[config.mk]
export PLATFORM = sky130hd
export DESIGN_NAME = frame_ram_arbiter_flat
export DESIGN_NICKNAME = d
export VERILOG_FILES = /design/src/rtl/frame_ram_pkg.sv /design/src/rtl/frame_ram_arbiter_if.sv /design/src/rtl/ram_wr_fifo.sv /design/src/rtl/frame_ram_arbiter.sv /design/src/flat_wrapper.sv
export SDC_FILE = /design/constraint.sdc
export NUM_CORES = 1
export LEC_CHECK = 0
export CAP_MARGIN = 20
export CORE_ASPECT_RATIO = 0.5
export CORE_UTILIZATION = 40
export DETAILED_ROUTE_END_ITERATION = 10
export GPL_TIMING_DRIVEN = 0
export HOLD_SLACK_MARGIN = 0.12
export SLEW_MARGIN = 5
export SYNTH_ARGS = -nofsm -noshare
export SYNTH_HDL_FRONTEND = slang
export SYNTH_SLANG_ARGS = --single-unit
[constraint.sdc]
create_clock -name Clk -period 3.53 [get_ports Clk]
set_clock_uncertainty 0.15 [all_clocks]
set_input_delay 0.706 -clock Clk [delete_from_list [all_inputs] [get_ports Clk]]
set_output_delay 0.706 -clock Clk [all_outputs]
set_load 0.005 [all_outputs]
[src/rtl/frame_ram_pkg.sv]
// -----------------------------------------------------------------------------
// frame_ram_pkg
// Shared definitions for the frame RAM arbiter slice.
//   FR_ADDR_W / FR_DATA_W / FR_WFIFO_DEPTH : default geometry
//   grant_t     : per-cycle RAM port owner (IDLE, READ, WRITE)
//   arb_state_t : arbiter mode (NORMAL, FLUSH)
//   lvl_width() : bit width needed to hold an occupancy of 0..depth
// -----------------------------------------------------------------------------
package frame_ram_pkg;

   localparam int FR_ADDR_W      = 16;
   localparam int FR_DATA_W      = 16;
   localparam int FR_WFIFO_DEPTH = 4;

   typedef enum logic [1:0] {
      IDLE  = 2'd0,
      READ  = 2'd1,
      WRITE = 2'd2
   } grant_t;

   typedef enum logic {
      NORMAL = 1'b0,
      FLUSH  = 1'b1
   } arb_state_t;

   // Occupancy runs 0..depth inclusive, so one bit more than the pointer.
   function automatic int lvl_width(input int depth);
      return $clog2(depth) + 1;
   endfunction

endpackage

[src/rtl/frame_ram_arbiter_if.sv]
// -----------------------------------------------------------------------------
// frame_ram_arbiter_if
// Bundles the receiver write port, display read port, flush handshake and the
// single-port RAM bus of the frame RAM arbiter.
//   slave  modport : seen by the arbiter
//   master modport : seen by the environment (receiver, display, RAM)
// -----------------------------------------------------------------------------
interface frame_ram_arbiter_if #(
   parameter int ADDR_W      = frame_ram_pkg::FR_ADDR_W,
   parameter int DATA_W      = frame_ram_pkg::FR_DATA_W,
   parameter int WFIFO_DEPTH = frame_ram_pkg::FR_WFIFO_DEPTH
);
   import frame_ram_pkg::*;

   localparam int LVL_W = lvl_width(WFIFO_DEPTH);

   // receiver side
   logic              wr_en;
   logic [ADDR_W-1:0] wr_addr;
   logic [DATA_W-1:0] wr_data;
   // display side
   logic              rd_req;
   logic [ADDR_W-1:0] rd_addr;
   logic              rd_ready;
   logic              rd_valid;
   logic [DATA_W-1:0] rd_data;
   // flush / status
   logic              flush_req;
   logic              flush_done;
   logic [LVL_W-1:0]  wfifo_level;
   // RAM port
   logic              ram_en;
   logic              ram_we;
   logic [ADDR_W-1:0] ram_addr;
   logic [DATA_W-1:0] ram_wdata;
   logic [DATA_W-1:0] ram_rdata;

   modport slave (
      input  wr_en, wr_addr, wr_data, rd_req, rd_addr, flush_req, ram_rdata,
      output rd_ready, rd_valid, rd_data, flush_done, wfifo_level,
             ram_en, ram_we, ram_addr, ram_wdata
   );

   modport master (
      output wr_en, wr_addr, wr_data, rd_req, rd_addr, flush_req, ram_rdata,
      input  rd_ready, rd_valid, rd_data, flush_done, wfifo_level,
             ram_en, ram_we, ram_addr, ram_wdata
   );

endinterface

[src/rtl/ram_wr_fifo.sv]
// -----------------------------------------------------------------------------
// ram_wr_fifo
// Synchronous write-buffer FIFO with first-word fall-through head.
//   Clk, Reset   : clock, synchronous active-high reset
//   push_i       : enqueue push_data_i
//   pop_i        : dequeue head_o (ignored when empty)
//   head_o       : oldest entry
//   full_o/empty_o/level_o : occupancy status (level 0..DEPTH)
// A push while full is accepted only together with a pop.
// -----------------------------------------------------------------------------
module ram_wr_fifo #(
   parameter int WIDTH = 32,
   parameter int DEPTH = 4
) (
   input  logic                   Clk,
   input  logic                   Reset,
   input  logic                   push_i,
   input  logic [WIDTH-1:0]       push_data_i,
   input  logic                   pop_i,
   output logic [WIDTH-1:0]       head_o,
   output logic                   full_o,
   output logic                   empty_o,
   output logic [$clog2(DEPTH):0] level_o
);
   localparam int PTR_W = $clog2(DEPTH);

   logic [WIDTH-1:0] mem_q [DEPTH];
   logic [PTR_W-1:0] wr_ptr_q, wr_ptr_d;
   logic [PTR_W-1:0] rd_ptr_q, rd_ptr_d;
   logic [PTR_W:0]   count_q, count_d;
   logic             do_push_s;
   logic             do_pop_s;

   assign full_o  = (count_q == (PTR_W+1)'(DEPTH));
   assign empty_o = (count_q == '0);
   assign level_o = count_q;
   assign head_o  = mem_q[rd_ptr_q];

   assign do_pop_s  = pop_i && !empty_o;
   assign do_push_s = push_i && (!full_o || do_pop_s);

   // Next pointers and occupancy; DEPTH is a power of two so pointers wrap.
   always_comb begin
      wr_ptr_d = wr_ptr_q;
      rd_ptr_d = rd_ptr_q;
      count_d  = count_q;
      if (do_push_s) begin
         wr_ptr_d = wr_ptr_q + PTR_W'(1);
      end else begin
         wr_ptr_d = wr_ptr_q;
      end
      if (do_pop_s) begin
         rd_ptr_d = rd_ptr_q + PTR_W'(1);
      end else begin
         rd_ptr_d = rd_ptr_q;
      end
      case ({do_push_s, do_pop_s})
         2'b10:   count_d = count_q + (PTR_W+1)'(1);
         2'b01:   count_d = count_q - (PTR_W+1)'(1);
         default: count_d = count_q;
      endcase
   end

   // Pointer and occupancy registers.
   always_ff @(posedge Clk) begin
      if (Reset) begin
         wr_ptr_q <= '0;
         rd_ptr_q <= '0;
         count_q  <= '0;
      end else begin
         wr_ptr_q <= wr_ptr_d;
         rd_ptr_q <= rd_ptr_d;
         count_q  <= count_d;
      end
   end

   // Entry storage; cleared on reset so stale pixels never reappear.
   always_ff @(posedge Clk) begin
      if (Reset) begin
         for (int i = 0; i < DEPTH; i++) begin
            mem_q[i] <= '0;
         end
      end else if (do_push_s) begin
         mem_q[wr_ptr_q] <= push_data_i;
      end
   end

endmodule

[src/rtl/frame_ram_arbiter.sv]
// -----------------------------------------------------------------------------
// frame_ram_arbiter
// Shares one single-port frame RAM between a never-stalled pixel writer
// (buffered in ram_wr_fifo) and a display reader.
//   Clk, Reset : clock, synchronous active-high reset
//   bus        : frame_ram_arbiter_if.slave
//                write port  wr_en/wr_addr/wr_data
//                read port   rd_req/rd_addr -> rd_ready, rd_valid/rd_data
//                flush       flush_req -> flush_done, wfifo_level
//                RAM         ram_en/ram_we/ram_addr/ram_wdata, ram_rdata
// Grant priority each cycle: full FIFO drain, then read, then FIFO drain.
// RAM controls are registered, so a grant shows on ram_* one cycle later and
// read data (1-cycle RAM latency) returns two cycles after acceptance.
// -----------------------------------------------------------------------------
module frame_ram_arbiter
   import frame_ram_pkg::*;
#(
   parameter int ADDR_W      = FR_ADDR_W,
   parameter int DATA_W      = FR_DATA_W,
   parameter int WFIFO_DEPTH = FR_WFIFO_DEPTH
) (
   input  logic                 Clk,
   input  logic                 Reset,
   frame_ram_arbiter_if.slave   bus
);
   localparam int ENTRY_W = ADDR_W + DATA_W;
   localparam int LVL_W   = lvl_width(WFIFO_DEPTH);

   grant_t             grant_s;
   arb_state_t         state_q, state_d;
   logic               fifo_full_s;
   logic               fifo_empty_s;
   logic               pop_s;
   logic               rd_ready_s;
   logic [ENTRY_W-1:0] head_s;
   logic [ADDR_W-1:0]  head_addr_s;
   logic [DATA_W-1:0]  head_data_s;
   logic [LVL_W-1:0]   level_s;

   logic               ram_en_q, ram_en_d;
   logic               ram_we_q, ram_we_d;
   logic [ADDR_W-1:0]  ram_addr_q, ram_addr_d;
   logic [DATA_W-1:0]  ram_wdata_q, ram_wdata_d;
   logic               rd_pend_q;
   logic               rd_valid_q;
   logic               flush_done_q, flush_done_d;

   ram_wr_fifo #(
      .WIDTH (ENTRY_W),
      .DEPTH (WFIFO_DEPTH)
   ) u_wr_fifo (
      .Clk         (Clk),
      .Reset       (Reset),
      .push_i      (bus.wr_en),
      .push_data_i ({bus.wr_addr, bus.wr_data}),
      .pop_i       (pop_s),
      .head_o      (head_s),
      .full_o      (fifo_full_s),
      .empty_o     (fifo_empty_s),
      .level_o     (level_s)
   );

   assign head_addr_s = head_s[ENTRY_W-1 -: ADDR_W];
   assign head_data_s = head_s[DATA_W-1:0];

   // Reads are refused while flushing or when the buffer must drain.
   assign rd_ready_s = (state_q == NORMAL) && !fifo_full_s;
   assign pop_s      = (grant_s == WRITE);

   // Per-cycle grant of the RAM port.
   always_comb begin
      grant_s = IDLE;
      if (fifo_full_s) begin
         grant_s = WRITE;
      end else if (bus.rd_req && rd_ready_s) begin
         grant_s = READ;
      end else if (!fifo_empty_s) begin
         grant_s = WRITE;
      end else begin
         grant_s = IDLE;
      end
   end

   // Next values of the registered RAM controls; address/data hold when idle.
   always_comb begin
      ram_en_d    = 1'b0;
      ram_we_d    = 1'b0;
      ram_addr_d  = ram_addr_q;
      ram_wdata_d = ram_wdata_q;
      case (grant_s)
         READ: begin
            ram_en_d   = 1'b1;
            ram_addr_d = bus.rd_addr;
         end
         WRITE: begin
            ram_en_d    = 1'b1;
            ram_we_d    = 1'b1;
            ram_addr_d  = head_addr_s;
            ram_wdata_d = head_data_s;
         end
         default: begin
            ram_en_d = 1'b0;
            ram_we_d = 1'b0;
         end
      endcase
   end

   // Flush FSM: a flush with nothing buffered completes without entering FLUSH.
   always_comb begin
      state_d      = state_q;
      flush_done_d = 1'b0;
      case (state_q)
         NORMAL: begin
            if (bus.flush_req) begin
               if (fifo_empty_s && !bus.wr_en) begin
                  flush_done_d = 1'b1;
               end else begin
                  state_d = FLUSH;
               end
            end else begin
               state_d = NORMAL;
            end
         end
         FLUSH: begin
            if (fifo_empty_s && !bus.wr_en) begin
               state_d      = NORMAL;
               flush_done_d = 1'b1;
            end else begin
               state_d = FLUSH;
            end
         end
         default: begin
            state_d = NORMAL;
         end
      endcase
   end

   // State, RAM control and read-return pipeline registers.
   always_ff @(posedge Clk) begin
      if (Reset) begin
         state_q      <= NORMAL;
         flush_done_q <= 1'b0;
         ram_en_q     <= 1'b0;
         ram_we_q     <= 1'b0;
         ram_addr_q   <= '0;
         ram_wdata_q  <= '0;
         rd_pend_q    <= 1'b0;
         rd_valid_q   <= 1'b0;
      end else begin
         state_q      <= state_d;
         flush_done_q <= flush_done_d;
         ram_en_q     <= ram_en_d;
         ram_we_q     <= ram_we_d;
         ram_addr_q   <= ram_addr_d;
         ram_wdata_q  <= ram_wdata_d;
         rd_pend_q    <= (grant_s == READ);
         rd_valid_q   <= rd_pend_q;
      end
   end

   assign bus.rd_ready    = rd_ready_s;
   assign bus.rd_valid    = rd_valid_q;
   // RAM output is already registered; gate it so idle cycles show zero.
   assign bus.rd_data     = rd_valid_q ? bus.ram_rdata : '0;
   assign bus.flush_done  = flush_done_q;
   assign bus.wfifo_level = level_s;
   assign bus.ram_en      = ram_en_q;
   assign bus.ram_we      = ram_we_q;
   assign bus.ram_addr    = ram_addr_q;
   assign bus.ram_wdata   = ram_wdata_q;

endmodule

[src/flat_wrapper.sv]
// flat-port wrapper written by rule: the top's interface ports become plain ports
module frame_ram_arbiter_flat import frame_ram_pkg::*;
#(
   parameter int ADDR_W      = FR_ADDR_W,
   parameter int DATA_W      = FR_DATA_W,
   parameter int WFIFO_DEPTH = FR_WFIFO_DEPTH
)
  (Clk, Reset, bus_wr_en, bus_wr_addr, bus_wr_data, bus_rd_req, bus_rd_addr, bus_flush_req, bus_ram_rdata, bus_rd_ready, bus_rd_valid, bus_rd_data, bus_flush_done, bus_wfifo_level, bus_ram_en, bus_ram_we, bus_ram_addr, bus_ram_wdata);
  frame_ram_arbiter_if #(.ADDR_W(ADDR_W), .DATA_W(DATA_W), .WFIFO_DEPTH(WFIFO_DEPTH)) bus_i ();
  input  logic Clk;
  input  logic Reset;
  input wire logic [$bits(bus_i.wr_en)-1:0] bus_wr_en;
  input wire logic [$bits(bus_i.wr_addr)-1:0] bus_wr_addr;
  input wire logic [$bits(bus_i.wr_data)-1:0] bus_wr_data;
  input wire logic [$bits(bus_i.rd_req)-1:0] bus_rd_req;
  input wire logic [$bits(bus_i.rd_addr)-1:0] bus_rd_addr;
  input wire logic [$bits(bus_i.flush_req)-1:0] bus_flush_req;
  input wire logic [$bits(bus_i.ram_rdata)-1:0] bus_ram_rdata;
  output wire logic [$bits(bus_i.rd_ready)-1:0] bus_rd_ready;
  output wire logic [$bits(bus_i.rd_valid)-1:0] bus_rd_valid;
  output wire logic [$bits(bus_i.rd_data)-1:0] bus_rd_data;
  output wire logic [$bits(bus_i.flush_done)-1:0] bus_flush_done;
  output wire logic [$bits(bus_i.wfifo_level)-1:0] bus_wfifo_level;
  output wire logic [$bits(bus_i.ram_en)-1:0] bus_ram_en;
  output wire logic [$bits(bus_i.ram_we)-1:0] bus_ram_we;
  output wire logic [$bits(bus_i.ram_addr)-1:0] bus_ram_addr;
  output wire logic [$bits(bus_i.ram_wdata)-1:0] bus_ram_wdata;
  assign bus_i.wr_en = bus_wr_en;
  assign bus_i.wr_addr = bus_wr_addr;
  assign bus_i.wr_data = bus_wr_data;
  assign bus_i.rd_req = bus_rd_req;
  assign bus_i.rd_addr = bus_rd_addr;
  assign bus_i.flush_req = bus_flush_req;
  assign bus_i.ram_rdata = bus_ram_rdata;
  assign bus_rd_ready = bus_i.rd_ready;
  assign bus_rd_valid = bus_i.rd_valid;
  assign bus_rd_data = bus_i.rd_data;
  assign bus_flush_done = bus_i.flush_done;
  assign bus_wfifo_level = bus_i.wfifo_level;
  assign bus_ram_en = bus_i.ram_en;
  assign bus_ram_we = bus_i.ram_we;
  assign bus_ram_addr = bus_i.ram_addr;
  assign bus_ram_wdata = bus_i.ram_wdata;
  frame_ram_arbiter #(.ADDR_W(ADDR_W), .DATA_W(DATA_W), .WFIFO_DEPTH(WFIFO_DEPTH)) u_core (.Clk(Clk), .Reset(Reset), .bus(bus_i));
endmodule
==> summary.md, run 1 <==
| Metric | Value |
|---|---|
| Max-slew headroom | 0.310 |
| Avg Synthesized Cell Area | 12.7 um^2 |
| Commonest register cell after synthesis | edfxtp_1 |
| Post-synth top area cell | edfxtp_1 |
| CTS tree | done |
| Synthesized flop and latch total | 175 |
| # port buffers | 123 |
| Area of the multi-input gates | 2300 um^2 |
| CP max FO | 32 |
| P_sw | 0.00203 W |
| Clock sink total | 175 |
| WP data arrival | 3080 ps |
| Maximum number of pins on one net before global-route repair | 33 |
| Seq/Total Area, Yosys | 0.645 |
| Final hold violation count | 0 |
| DRC viols | 0 |
| Die area | 19100 um^2 |
| Final ANT Viol Nets | 0 |
| Syn Inst Count | 583 |
| Crit Path Category | in -> reg |
| Gpl congestion | 0.760 |
| Area grow syn2layout | 29.3% |
| Share of cells above drive strength 1 | 0.142 |
| Worst path slowest cell | or2_2 |
| Synth area leaders | edfxtp_1 (52%), dfxtp_1 (13%), mux4_2 (9.7%) |
| Gate power share | 0.311 |
| Starting DRT DRC Count | 314 |
| Worst slew pin tran | 1030 ps |
| Net Count, Synth | 654 |
| CTS buffer count | 17 |
| Routed wire length | 17100 um |
| Clk network pwr share | 0.282 |
| VDD IR max | 0.402 mV |
| Critical path's largest stage delay | 880 ps |
| CP bufs+invs | 2 |
| Ys async rst share | 0 |
| Post-layout util | 0.541 |
| Hold slack | 293 ps |
| Worst path required time | 3420 ps |
| Cts hold-fix bufs | 0 |
| GR Overflow Total | 0 |
| Root buffer cell | clkbuf_16 |
| Fillers | 1503 |
| # Post-CTS Setup Buffers | 0 |
| Initial core utilization | 0.418 |
| Initial antenna violation count | 0 |
| Final Setup Violations | 0 |
| CP Capture Type | register |
| Syn Std Cell Area | 7420 um^2 |
| Achievable Freq | 314 MHz |
| Core area | 17700 um^2 |
| First-pass iteration count of the detailed router | 4 |
| Sequential power share | 0.407 |
| Synth Warn # | 0 |
| Post-DP HPWL | 11500 um |
| Skew-Pair Late Insertion Delay | 420 ps |
| Placement Rows | 34 |
| Yosys top cell area share | 0.518 |
| Power Density | 673 nW/um^2 |
| Cell Int Power | 0.00443 W |
| Critical path cell sequence | clkdlybuf4s50_1 -> inv_1 -> nor4_2 -> or2_2 |
| Number of max-cap violations | 0 |
| Vias in the first global route | 4711 |
| Post-cts resize count | 0 |
| Fin nets | 798 |
| Most frequent cells in the layout | edfxtp_1 (128), clkdlybuf4s50_1 (123), nor2_1 (94) |
| Most common cell after layout, fill and taps aside | edfxtp_1 |
| Post-synth EDFFs | 128 |
| RSZ-0062 raised after global routing | no |
| Htree depth | 4 |
| Worst hold path class | reg -> reg |
| Sw frac | 0.314 |
| Startpoint Class | input port |
| WL/cell | 17.6 um |
| Slew Viols, Final | 0 |
| Via density | 4.89 |
| Tcrit/Tclk final | 0.903 |
| Via count | 4766 |
| Lkg Pwr | 3.62 nW |
| Top Family by Delay on Critical Path | simple AND/OR/NAND/NOR gates |
| Diodes inserted | 0 |
| Die width | 195 um |
| Crit path time final | 3190 ps |
| Top Ports | 125 |
| First-pass GRT wire length | 26800 um |
| R2r setup slk | 660 ps |
| CTS Buffer Depth | 2 |
| Outcome | completed |
| Clk slew on worst S/H paths | 70 ps |
| GRT Util Overall | 0.189 |
| Reg area | 4780 um^2 |
| Die height | 98.3 um |
| Synth unique cells | 38 |
final timing paths:
| check | depth (start not counted) | to | start |
|---|---|---|---|
| min reg2reg | 1 | u_core.bus.rd_valid$_SDFF_PP0_ | u_core.rd_pend_q$_SDFF_PP0_ |
| min | 1 | u_core.bus.rd_valid$_SDFF_PP0_ | u_core.rd_pend_q$_SDFF_PP0_ |
| max reg2reg | 10 | u_core.u_wr_fifo.level_o[2]$_SDFFE_PP0P_ | u_core.u_wr_fifo.level_o[0]$_SDFFE_PP0P_ |
| max | 4 | u_core.u_wr_fifo.mem_q[0][31]$_SDFFCE_PN0P_ | bus_wr_en |
logic make-up after synthesis:
kind of cell / share of synthesized area
compound gates: 0.0567
fa+ha+maj: 0.00439
buf+inv: 0.0481
simple gates: 0.142
xor+xnor: 0.00708
mux: 0.0971
flops: 0.645
flip-flops by register name, indices dropped and copies added, names as in the netlist, named ones only:
register,count
u_core.u_wr_fifo.mem_q,128
u_core.bus.ram_addr,16
u_core.bus.ram_wdata,16
u_core.u_wr_fifo.level_o,3
u_core.u_wr_fifo.rd_ptr_q,2
u_core.u_wr_fifo.wr_ptr_q,2
u_core.bus.flush_done,1
u_core.bus.ram_en,1
u_core.bus.ram_we,1
u_core.bus.rd_valid,1
u_core.rd_pend_q,1
u_core.state_q,1
per-layer routing:
layer | share of wire | track usage
met3 | 0.056 | 0.0390
met1 | 0.48 | 0.262
met2 | 0.46 | 0.303
met4 | 0.0041 | 0.0543
met5 | 0 | 0
through the flow:
step	instance area (um^2)	total power, W	setup WS [ps]	setup TNS [ps]	cells
global route	9590	0.00681	241	0	974
CTS	9590	0.00653	331	0	974
detailed placement	9020	0.00471	-115	-3680	942
floorplan	7420	0.00389	639	0	583
finish	9590	0.00646	342	0	974
global placement	8940	0.00468	-1370	-88070	940
area by class of cell:
type | count | area share
plain buffers | 38 | 0.0227
clock buffers | 18 | 0.0447
clock inverters | 14 | 0.0150
inverters | 37 | 0.0145
multi-input cells | 333 | 0.240
flip-flops and latches | 175 | 0.499
well taps | 234 | 0.0305
repair buffers | 125 | 0.134
power by group through the flow:
stage | logic, W | registers [W] | clock network (W)
6_report | 0.00201 | 0.00263 | 0.00182
2_1_floorplan | 0.00123 | 0.00266 | 0
5_1_grt | 0.00221 | 0.00266 | 0.00193
3_3_place_gp | 0.00201 | 0.00267 | 0
4_1_cts | 0.00204 | 0.00263 | 0.00185
3_5_place_dp | 0.00204 | 0.00267 | 0
cells in the mapped netlist (2+ instances only):
master,n
a211oi_1,3
a211oi_2,13
a21oi_1,35
and2_1,48
buf_1,4
buf_2,9
buf_6,3
clkbuf_1,17
clkbuf_8,2
dfxtp_1,47
edfxtp_1,128
inv_1,36
mux4_2,32
nand2_1,81
nand2b_1,3
nor2_1,94
o21bai_1,3
xnor2_1,2
xor2_1,4
Note: power is estimated with default switching activity, not from simulation.
==> run 2, diff against run 1 <==
- CTS_CLUSTER_DIAMETER: not set -> 40
==> results of run 2 <==
No change in the layout: final DEF, timing and power equal those of run 1.
==> run 3, diff against run 2 <==
- clock period: 3.53 -> 3 ns (I/O delays scaled with it)
==> summary.md, run 3 (synthesis gave the netlist of run 1 again) <==
| Metric | Value |
|---|---|
| Lkg Pwr | 3.63 nW |
| Routed wire length | 17100 um |
| WP data arrival | 3040 ps |
| Achievable Freq | 352 MHz |
| Share of cells above drive strength 1 | 0.143 |
| First-pass GRT wire length | 26900 um |
| Pre-CTS setup slack | -539 ps |
| Starting DRT DRC Count | 342 |
| Sequential power share | 0.405 |
| CP bufs+invs | 4 |
| Htree depth | 4 |
| Core area | 17700 um^2 |
| Top Ports | 125 |
| Clock sink total | 175 |
| CP max FO | 10 |
| DP Area | 9020 um^2 |
| Top Family by Delay on Critical Path | buffers and inverters |
| Area grow syn2layout | 29.5% |
| Final WS setup | 160 ps |
| Die area | 19100 um^2 |
| Hold slack | 293 ps |
| Die width | 195 um |
| Gpl congestion | 0.760 |
| Final hold violation count | 0 |
| Most flop-heavy register | u_core.u_wr_fifo.mem_q |
| Placement Rows | 34 |
| Slew Viols, Final | 0 |
| Initial antenna violation count | 0 |
| First-pass iteration count of the detailed router | 5 |
| Final ANT Viol Nets | 0 |
| Most common cell after layout, fill and taps aside | edfxtp_1 |
| Tcrit/Tclk final | 0.947 |
| WL/cell | 17.6 um |
| Critical path cell sequence | clkdlybuf4s50_1 -> or2b_2 -> o21ai_4 -> inv_2 -> buf_4 -> ha_1 -> inv_1 -> fa_1 -> xor2_1 -> or3_2 -> a21oi_1 |
| Worst path required time | 3200 ps |
| Worst slew pin tran | 1030 ps |
| Maximum number of pins on one net before global-route repair | 33 |
| Initial core utilization | 0.418 |
| CTS Buffer Depth | 2 |
| Crit path time final | 2840 ps |
| Post-DP HPWL | 11500 um |
| Most frequent cells in the layout | edfxtp_1 (128), clkdlybuf4s50_1 (123), nor2_1 (94) |
| CTS buffer count | 17 |
| Cts hold-fix bufs | 0 |
| Critical path's largest stage delay | 460 ps |
| Final Setup Violations | 0 |
| Startpoint Class | input port |
| GRT Util Overall | 0.190 |
| Clk network pwr share | 0.281 |
| Sw frac | 0.315 |
| Worst hold path class | reg -> reg |
| Via count | 4777 |
| CTS tree | done |
| Worst path slowest cell | clkdlybuf4s50_1 |
| Post-layout util | 0.541 |
| RSZ-0062 raised after global routing | no |
| Max-slew headroom | 0.311 |
| Skew-Pair Late Insertion Delay | 430 ps |
| Root buffer cell | clkbuf_16 |
| Cell Int Power | 0.00523 W |
| Power Density | 795 nW/um^2 |
| GR Overflow Total | 0 |
| Vias in the first global route | 4721 |
| CP Capture Type | register |
| Max reg flops | 128 |
| DRC viols | 0 |
| Crit Path Category | in -> reg |
| Number of max-cap violations | 0 |
| Post-route design area | 9610 um^2 |
| Die height | 98.3 um |
| Via density | 4.90 |
| Clk slew on worst S/H paths | 70 ps |
| Diodes inserted | 0 |
| Fin nets | 799 |
| Gate power share | 0.313 |
| P_sw | 0.00240 W |
| VDD IR max | 0.475 mV |
| Outcome | completed |
| # port buffers | 123 |
run 3: cell types whose count changed in the layout (fill, tap and decap cells not counted):
| cell | before | now |
|---|---|---|
| buf_4 | 1 | 3 |
| buf_2 | 9 | 8 |
| or2_2 | 1 | 0 |
| or2_4 | 0 | 1 |
run 3: path summary, 6_finish.rpt:
path                                            start                                        to  slack [ps]  cells after the start
max                                        bus_rd_req  u_core.u_wr_fifo.level_o[2]$_SDFFE_PP0P_         160                     11
min                       u_core.rd_pend_q$_SDFF_PP0_            u_core.bus.rd_valid$_SDFF_PP0_         290                      1
max reg2reg  u_core.u_wr_fifo.level_o[0]$_SDFFE_PP0P_  u_core.u_wr_fifo.level_o[2]$_SDFFE_PP0P_         280                     11
min reg2reg               u_core.rd_pend_q$_SDFF_PP0_            u_core.bus.rd_valid$_SDFF_PP0_         290                      1
run 3: final cells by class:
type                       instances  area, um^2
timing repair buffer             126        1290
buffer                            38         220
tap                              234         293
inverter                          37         139
sequential                       175        4780
clock buffer                      18         429
multi-input combinational        333        2300
fill                            1500        8130
clock inverter                    14         144
run 3: stage by stage:
stage	setup TNS [ps]	total power, W	instances
2_1_floorplan	0	0.00457	583
3_3_place_gp	-129620	0.00551	940
3_5_place_dp	-18420	0.00554	942
4_1_cts	0	0.00770	975
5_1_grt	0	0.00804	975
6_report	0	0.00763	975
run 3: per-layer routing:
metal / vias to the layer above / GRT usage / wire, um
met1: 2331 / 0.263 / 8160
li1: 2304 / - / -
met3: 5 / 0.0390 / 1010
met5: - / 0 / 0
met2: 137 / 0.304 / 7920
met4: 0 / 0.0543 / 65
run 3: timing repair:
item | CTS | global route
setup endpoints to repair | 33 | 1
resized for setup | 1 | 2
pin swaps | 1 | 0
gates cloned | 0 | 0
buffers inserted | 1 | 0
run 3: power by group through the flow:
| stage | Combinational (W) | Clock, W | Sequential (W) |
|---|---|---|---|
| finish | 0.00239 | 0.00215 | 0.00309 |
| global route | 0.00264 | 0.00228 | 0.00313 |
| CTS | 0.00242 | 0.00218 | 0.00310 |
| detailed placement | 0.00240 | 0 | 0.00315 |
| global placement | 0.00237 | 0 | 0.00314 |
| floorplan | 0.00145 | 0 | 0.00313 |
